`src/rtl/pipe_mdu_ctrl.sv`:
```
// Sequencer for the shared iterative multiply/divide unit beside the EX-stage ALU.
// Runs shift-add multiply / restoring divide over WIDTH cycles and owns HI/LO.
module pipe_mdu_ctrl #(
  parameter int WIDTH = 32
) (
  input  logic             clk,
  input  logic             clrn,
  input  logic             start,
  input  logic [1:0]       op,
  input  logic [WIDTH-1:0] a,
  input  logic [WIDTH-1:0] b,
  input  logic             rd_hilo,
  input  logic             mthi,
  input  logic             mtlo,
  input  logic             cancel,
  output logic             stall,
  output logic             busy,
  output logic [WIDTH-1:0] hi,
  output logic [WIDTH-1:0] lo,
  output logic             done,
  output logic             div0
);
  localparam int CW = (WIDTH > 1) ? $clog2(WIDTH) : 1;

  typedef enum logic [1:0] {IDLE, RUN, FIX} state_t;

  state_t             r_state, w_state_nxt;
  logic [CW-1:0]      r_cnt;
  logic               r_div, r_sgn_q, r_sgn_r, r_dz;
  logic [WIDTH-1:0]   r_opnd;
  logic [2*WIDTH-1:0] r_acc;
  logic [WIDTH-1:0]   r_hi, r_lo;
  logic               r_done, r_div0;

  logic               w_signed, w_accept, w_last;
  logic [WIDTH-1:0]   w_a_abs, w_b_abs;
  logic [WIDTH:0]     w_madd, w_rsh, w_diff;
  logic               w_qbit;
  logic [2*WIDTH-1:0] w_mul_nxt, w_div_nxt, w_prod;
  logic [WIDTH-1:0]   w_quo, w_rem, w_fix_hi, w_fix_lo;

  assign busy  = (r_state != IDLE);
  assign stall = busy & (start | rd_hilo | mthi | mtlo);
  assign hi    = r_hi;
  assign lo    = r_lo;
  assign done  = r_done;
  assign div0  = r_div0;

  assign w_signed = ~op[0];
  assign w_accept = (r_state == IDLE) & start & ~cancel & ~stall;
  assign w_last   = (r_cnt == CW'(WIDTH-1));
  assign w_a_abs  = (w_signed & a[WIDTH-1]) ? -a : a;
  assign w_b_abs  = (w_signed & b[WIDTH-1]) ? -b : b;

  // Multiply: acc = {partial, multiplier}; add multiplicand on LSB, shift right with carry.
  assign w_madd    = {1'b0, r_acc[2*WIDTH-1:WIDTH]} + {1'b0, (r_acc[0] ? r_opnd : '0)};
  assign w_mul_nxt = {w_madd, r_acc[WIDTH-1:1]};

  // Divide: acc = {remainder, dividend/quotient}; shift left, trial subtract, restore on borrow.
  assign w_rsh     = r_acc[2*WIDTH-1:WIDTH-1];
  assign w_diff    = w_rsh - {1'b0, r_opnd};
  assign w_qbit    = ~w_diff[WIDTH];
  assign w_div_nxt = {(w_qbit ? w_diff[WIDTH-1:0] : w_rsh[WIDTH-1:0]), r_acc[WIDTH-2:0], w_qbit};

  // Sign fix-up; a zero divisor forces an all-ones quotient regardless of sign.
  assign w_prod   = r_sgn_q ? -r_acc : r_acc;
  assign w_quo    = r_dz ? '1 : (r_sgn_q ? -r_acc[WIDTH-1:0] : r_acc[WIDTH-1:0]);
  assign w_rem    = r_sgn_r ? -r_acc[2*WIDTH-1:WIDTH] : r_acc[2*WIDTH-1:WIDTH];
  assign w_fix_hi = r_div ? w_rem : w_prod[2*WIDTH-1:WIDTH];
  assign w_fix_lo = r_div ? w_quo : w_prod[WIDTH-1:0];

  always_comb begin
    w_state_nxt = r_state;
    case (r_state)
      IDLE:    if (w_accept) w_state_nxt = RUN;
      RUN:     if (w_last) w_state_nxt = FIX;
      FIX:     w_state_nxt = IDLE;
      default: w_state_nxt = IDLE;
    endcase
    if (cancel) w_state_nxt = IDLE;
  end

  always_ff @(posedge clk or negedge clrn) begin
    if (!clrn) begin
      r_state <= IDLE;
      r_cnt   <= '0;
      r_div   <= 1'b0;
      r_sgn_q <= 1'b0;
      r_sgn_r <= 1'b0;
      r_dz    <= 1'b0;
      r_opnd  <= '0;
      r_acc   <= '0;
      r_hi    <= '0;
      r_lo    <= '0;
      r_done  <= 1'b0;
      r_div0  <= 1'b0;
    end else begin
      r_state <= w_state_nxt;
      r_done  <= 1'b0;
      r_div0  <= 1'b0;
      if (w_accept) begin
        r_div   <= op[1];
        r_sgn_q <= w_signed & (a[WIDTH-1] ^ b[WIDTH-1]);
        r_sgn_r <= w_signed & op[1] & a[WIDTH-1];
        r_dz    <= op[1] & (b == '0);
        r_opnd  <= op[1] ? w_b_abs : w_a_abs;
        r_acc   <= {{WIDTH{1'b0}}, (op[1] ? w_a_abs : w_b_abs)};
        r_cnt   <= '0;
      end else if (!cancel) begin
        case (r_state)
          RUN: begin
            r_acc <= r_div ? w_div_nxt : w_mul_nxt;
            r_cnt <= r_cnt + 1'b1;
          end
          FIX: begin
            r_hi   <= w_fix_hi;
            r_lo   <= w_fix_lo;
            r_done <= 1'b1;
            r_div0 <= r_dz;
          end
          default: begin
            // A start in the same cycle wins over a move.
            if (!start && mthi) r_hi <= a;
            if (!start && mtlo) r_lo <= a;
          end
        endcase
      end
    end
  end
endmodule

```
`config.mk`:
```
export PLATFORM = sky130hd
export DESIGN_NAME = pipe_mdu_ctrl
export DESIGN_NICKNAME = d
export VERILOG_FILES = /design/src/rtl/pipe_mdu_ctrl.sv
export SDC_FILE = /design/constraint.sdc
export NUM_CORES = 1
export LEC_CHECK = 0
export CAP_MARGIN = 20
export CORE_ASPECT_RATIO = 0.75
export CORE_MARGIN = 2
export CORE_UTILIZATION = 50
export DETAILED_ROUTE_END_ITERATION = 7
export PLACE_DENSITY = 0.71
export SYNTH_ARGS = -nofsm -noshare
export SYNTH_HDL_FRONTEND = slang
export SYNTH_SLANG_ARGS = --single-unit
export TNS_END_PERCENT = 100
```
`constraint.sdc`:
```
create_clock -name clk -period 9.2 [get_ports clk]
set_input_delay 0.92 -clock clk [delete_from_list [all_inputs] [get_ports clk]]
set_output_delay 0.92 -clock clk [all_outputs]
set_load 0.02 [all_outputs]
```
Word-level counts from Yosys, hierarchy flattened:

Index checks and enable logic that the tools add are counted.

* add/sub/neg operators: 8
* eq/ne operators: 6
* muxes and demuxes: 33
* bitwise operators: 20
* reduce and logical (&&, ||, !) cells: 13

Operators with widths (number)
* two-way mux 32 bit: 13
* two-way mux 64 bit: 5
* negator 32 bit: 4
* case mux 32 bit (2 select lines): 2
* negator 64 bit: 1
* adder 32 x 32 -> 33 bit: 1
* subtractor 33 x 32 -> 33 bit: 1
* zero test 32 bit: 1
* two-way mux 5 bit: 3
* bitwise AND 1 bit: 10
* AND reduction 4 bit: 2
* nonzero test 2 bit: 4
* two-way mux 1 bit: 6
* two-way mux 2 bit: 3
* inequality test 3 bit (second input constant): 2
* inverter 1 bit: 6
* adder 5 x 1 -> 5 bit (second input constant): 1
* equality test 5 bit (second input constant): 1
* case mux 2 bit (2 select lines): 1
* AND reduction 2 bit: 2
* bitwise OR 1 bit: 3
* equality test 2 x 1 -> 1 bit (second input constant): 1
* equality test 2 bit (second input constant): 1
* logical AND 1 bit: 2
* 4 further kinds: 4

* flip-flop bits (word level): 173
* input bits: 73
* output and inout port bits: 68
* word-level logic and storage cells: 92

Depth between registers and ports, before layout:

* word-level depth: 9
* depth in mapped cells: 13
* gate-level depth less buffers: 12

Worst setup path before layout:

Ideal clock, no wire load.

* kind: reg-to-reg
* from: register r_acc[31]
* to: register r_acc[59]
* library setup time: 126 ps
* arrival: 3230 ps
* data required time: 9074 ps
* setup slack: 5844 ps
* stages on the path, launching flop included: 13
* buffers on the path: 1
* clock period less this slack: 3356 ps
* cells stage by stage: dfrtp_1 > clkbuf_1 > inv_1 > ha_1 > fa_1 > nand2b_1 > a21o_1 > a21oi_2 > o21ai_2 > o41ai_4 > xor2_4 > mux2_1 > a221o_1

* longest elaborated chain between the ends: 6

RTL lines
* start: declaration: line 31 `logic [2*WIDTH-1:0] r_acc;`
* start signal: assignment: line 107 `r_acc <= {{WIDTH{1'b0}}, (op[1] ? w_a_abs : w_b_abs)};`
* start signal: assignment: line 112 `r_acc <= r_div ? w_div_nxt : w_mul_nxt;`
* subtractor 33 x 32 -> 33 bit: line 61 `assign w_diff = w_rsh - {1'b0, r_opnd};`
* two-way mux 32 bit: line 63 `assign w_div_nxt = {(w_qbit ? w_diff[WIDTH-1:0] : w_rsh[WIDTH-1:0]), r_acc[WIDTH-2:0], w_qbit};`
* two-way mux 64 bit: line 112
* two-way mux 64 bit: line 110 `case (r_state)`
* two-way mux 64 bit: line 109 `end else if (!cancel) begin`
* two-way mux 64 bit: line 101 `if (w_accept) begin`

Every way passes these cells. The select of a mux whose other input is x is not followed.
A chain may end at the register's enable or synchronous reset.

Final worst setup path:

Same ends and word-level chain as after synthesis.

==> results.txt <==
GP Congestion = 0.943
Final hold violation count = 0
Synth Area per Inst = 7.82 µm²
CP startpoint kind = flip-flop
Arr. time, crit path = 4.62 ns
Post-synth EDFFs = 0
Largest net degree at the start of global routing = 86
Cell Chain, Critical Path = inv_1 -> ha_1 -> fa_1 -> nand2b_1 -> a21o_1 -> a21oi_2 -> o21ai_2 -> o41ai_4 -> xor2_4 -> buf_4 -> mux2_1 -> a221o_1
Post-synthesis register bit count = 173
Clock root cell = clkbuf_16
Power Dens Cells = 281 nW/µm²
Placed insts = 2402
Element type at the critical path end = flip-flop
Synth Net Count = 2111
Post-synth top flop = dfrtp_1
Total die area = 32200 µm²
DP Worst Slack = 5.02 ns
Register-to-register setup slack = 4.92 ns
CP top delay family = compound AO/OA/AOI/OAI gates
Post-CTS Resized = 0
Total Power = 0.00490 W
Final Max Tran Viols = 0
Critical Path Max Stage Delay = 0.58 ns
Worst setup startpoint = r_acc[31]$_DFFE_PN0P_
Total congestion overflow = 0
Top area cells in the synthesized netlist = dfrtp_1 28%, xnor2_1 6.2%, ha_1 5.7%
RR Endpoint = r_acc[59]$_DFFE_PN0P_
Launch point of the worst reg-to-reg path = r_acc[31]$_DFFE_PN0P_
Final HPWL from detailed placement = 45.3 mm
Die Width = 206 µm
H-tree Lvls = 4
Row count = 55
Fin crit share = 46.5%
CP required = 9.54 ns
Critical Path Sink = r_acc[59]$_DFFE_PN0P_
Overall routing resource usage = 36.4%
First DRT Iteration DRCs = 2034
Area added between synthesis and finish = 13.7%
Status = finished clean
Reg2Reg Depth = 12
Mapped Area = 15400 µm²
Initial antenna violation count = 0
CTS tree = built
Worst-Skew Late Latency = 0.45 ns
Fmax achieved = 234 MHz
WHS = 0.400 ns
Worst Hold Class = primary input to asynchronous set/reset pin
Clock sinks = 173
Setup-failing EPs final = 0
Post-CTS Setup Repair Bufs = 0
Yosys top cell by area = dfrtp_1
Final std cells w/o fill = 2435
Final worst setup slack = 4.92 ns
Final ANT Viol Nets = 0
Port buffer count = 140
Vias = 15837
Leakage = 7.38 nW
CP Max Fanout = 22
Worst-Margin Slew = 1.11 ns
Async set-reset flop share out of synthesis = 100%
DR vias/cell = 6.50
Starting Density = 50.9%
DRC = 0
Ys Warns = 0
Skew final = 0.00831 ns
CORE AREA = 30200 µm²
Total wire length = 58.6 mm
Hold_buf cts = 0
Synthesized instance count = 1966
First-pass GRT wire length = 87.8 mm
Share of layout cells above drive strength 1 = 5.01%
Number of buffers created by CTS = 17
Bufs and invs on worst path = 2
Synth unique cells = 90
Nets = 2167
Critical path's slowest cell = xor2_4
Setup TNS Final = 0 ns
CTS max path bufs = 2
Max-cap viol count = 0
Clk slew on worst S/H paths = 0.07 ns
Die Y-Extent = 156 µm
Register area share after synthesis = 28.2%
VDD IR max = 0.161 mV
DR WL/cell = 24.1 µm
Kind of critical path = flip-flop to flip-flop
Vias in the first global route = 14346
Crit path time final = 4.28 ns
Slew headroom = 25.9%
RSZ-0062 raised after global routing = no
Top Ports = 141
Cell count along the critical path = 12
Drt pass-1 iters = 5
Synth top area share = 28.2%
==> where the power goes <==
group	switching [W]	total, W	internal (W)
clock network	0.000349	0.000695	0.000347
logic	0.00172	0.00289	0.00117
registers	0.000357	0.00132	0.000958
==> area by class of cell <==
class,instances,area [µm²]
antenna,2,5.00
clock buffer,19,433
clock inverter,12,90.1
fill,2845,12700
inverter,75,282
multi-input combinational,1596,10300
sequential,173,4330
tap,399,499
timing repair buffer,159,1540
==> flip-flops by register name, summed over array words and instances, names as in the netlist <==
name,count
r_acc,64
hi,32
lo,32
r_opnd,32
r_cnt,5
r_state,2
div0,1
done,1
r_div,1
r_dz,1
r_sgn_q,1
r_sgn_r,1
==> routing by layer <==
metal / up-vias / wire (µm) / global-route usage [%] / share of wire (%)
li1: 7262 / - / - / -
met1: 7598 / 26900 / 56.0 / 46
met2: 898 / 22900 / 49.0 / 39
met3: 79 / 7320 / 9.88 / 12
met4: 0 / 1470 / 9.76 / 2.5
met5: - / 0 / 0 / 0
==> how the worst min path moves through the flow <==
stage                           start  cells past startpoint                      to
6_report                         clrn                      1      hi[15]$_DFFE_PN0P_
3_3_place_gp       lo[19]$_DFFE_PN0P_                      2      lo[19]$_DFFE_PN0P_
5_1_grt                          clrn                      1      hi[20]$_DFFE_PN0P_
4_1_cts                          clrn                      1      hi[15]$_DFFE_PN0P_
3_5_place_dp   r_opnd[19]$_DFFE_PN0P_                      1  r_opnd[19]$_DFFE_PN0P_
2_1_floorplan  r_opnd[19]$_DFFE_PN0P_                      1  r_opnd[19]$_DFFE_PN0P_
==> layout by cell type (no fill, tap or decap), drive strengths merged, types with 6 or more instances in the layout <==
master           n
o22ai           33
a22oi           25
dfrtp          173
nor2           184
ha              70
a21boi           6
clkdlybuf4s50  138
a21oi          157
o31a             8
nand2b          14
buf             21
mux2             8
o41ai           13
nand2          223
or2             10
a31oi           30
nand3           22
a211oi          23
o221ai          15
nand4           14
xor2            58
o211a            6
o21a            17
o21bai           7
xnor2          108
and2            16
nor3            35
or3             21
a221oi           6
o21ai          199
o31ai           24
inv             79
mux2i           60
a21o            28
clkbuf          19
and3            21
nor4            24
nor2b            9
o211ai          29
or4             14
==> metrics by stage <==
| step | instance area, µm² | util (%) |
|---|---|---|
| after CTS | 17500 | 57.8 |
| after global placement | 16900 | 56.1 |
| final | 17500 | 57.8 |
| after floorplan | 15400 | - |
| after global routing | 17500 | 57.8 |
| after detailed placement | 16900 | 56.1 |
==> cell families after synthesis <==
kind of cell	Yosys count	share of synthesized area (%)
AO/OA/AOI/OAI	664	27.4
XOR/XNOR	166	9.58
adder cells (fa/ha/maj)	72	5.96
buffers and inverters	197	5.08
flip-flops	173	28.2
multiplexers	68	4.50
AND/OR/NAND/NOR	626	19.3
==> Yosys cell counts, types with 30 or more instances <==
library cell / instances
mux2i_1: 60
a31oi_1: 30
inv_1: 75
dfrtp_1: 173
nand2_1: 223
o21ai_0: 170
clkbuf_1: 97
o22ai_1: 33
nor3_1: 34
xnor2_1: 108
ha_1: 70
xor2_1: 57
a21oi_1: 156
nor2_1: 184
==> worst reg2reg max path: stages (launching register included) <==
cell and delay, ns:
dfrtp_1 0.47, inv_1 0.16, ha_1 0.25, fa_1 0.41
nand2b_1 0.19, a21o_1 0.20, a21oi_2 0.15, o21ai_2 0.13
o41ai_4 0.49, xor2_4 0.58, buf_4 0.44, mux2_1 0.38
a221o_1 0.32
(Power assumes the default switching activity.)
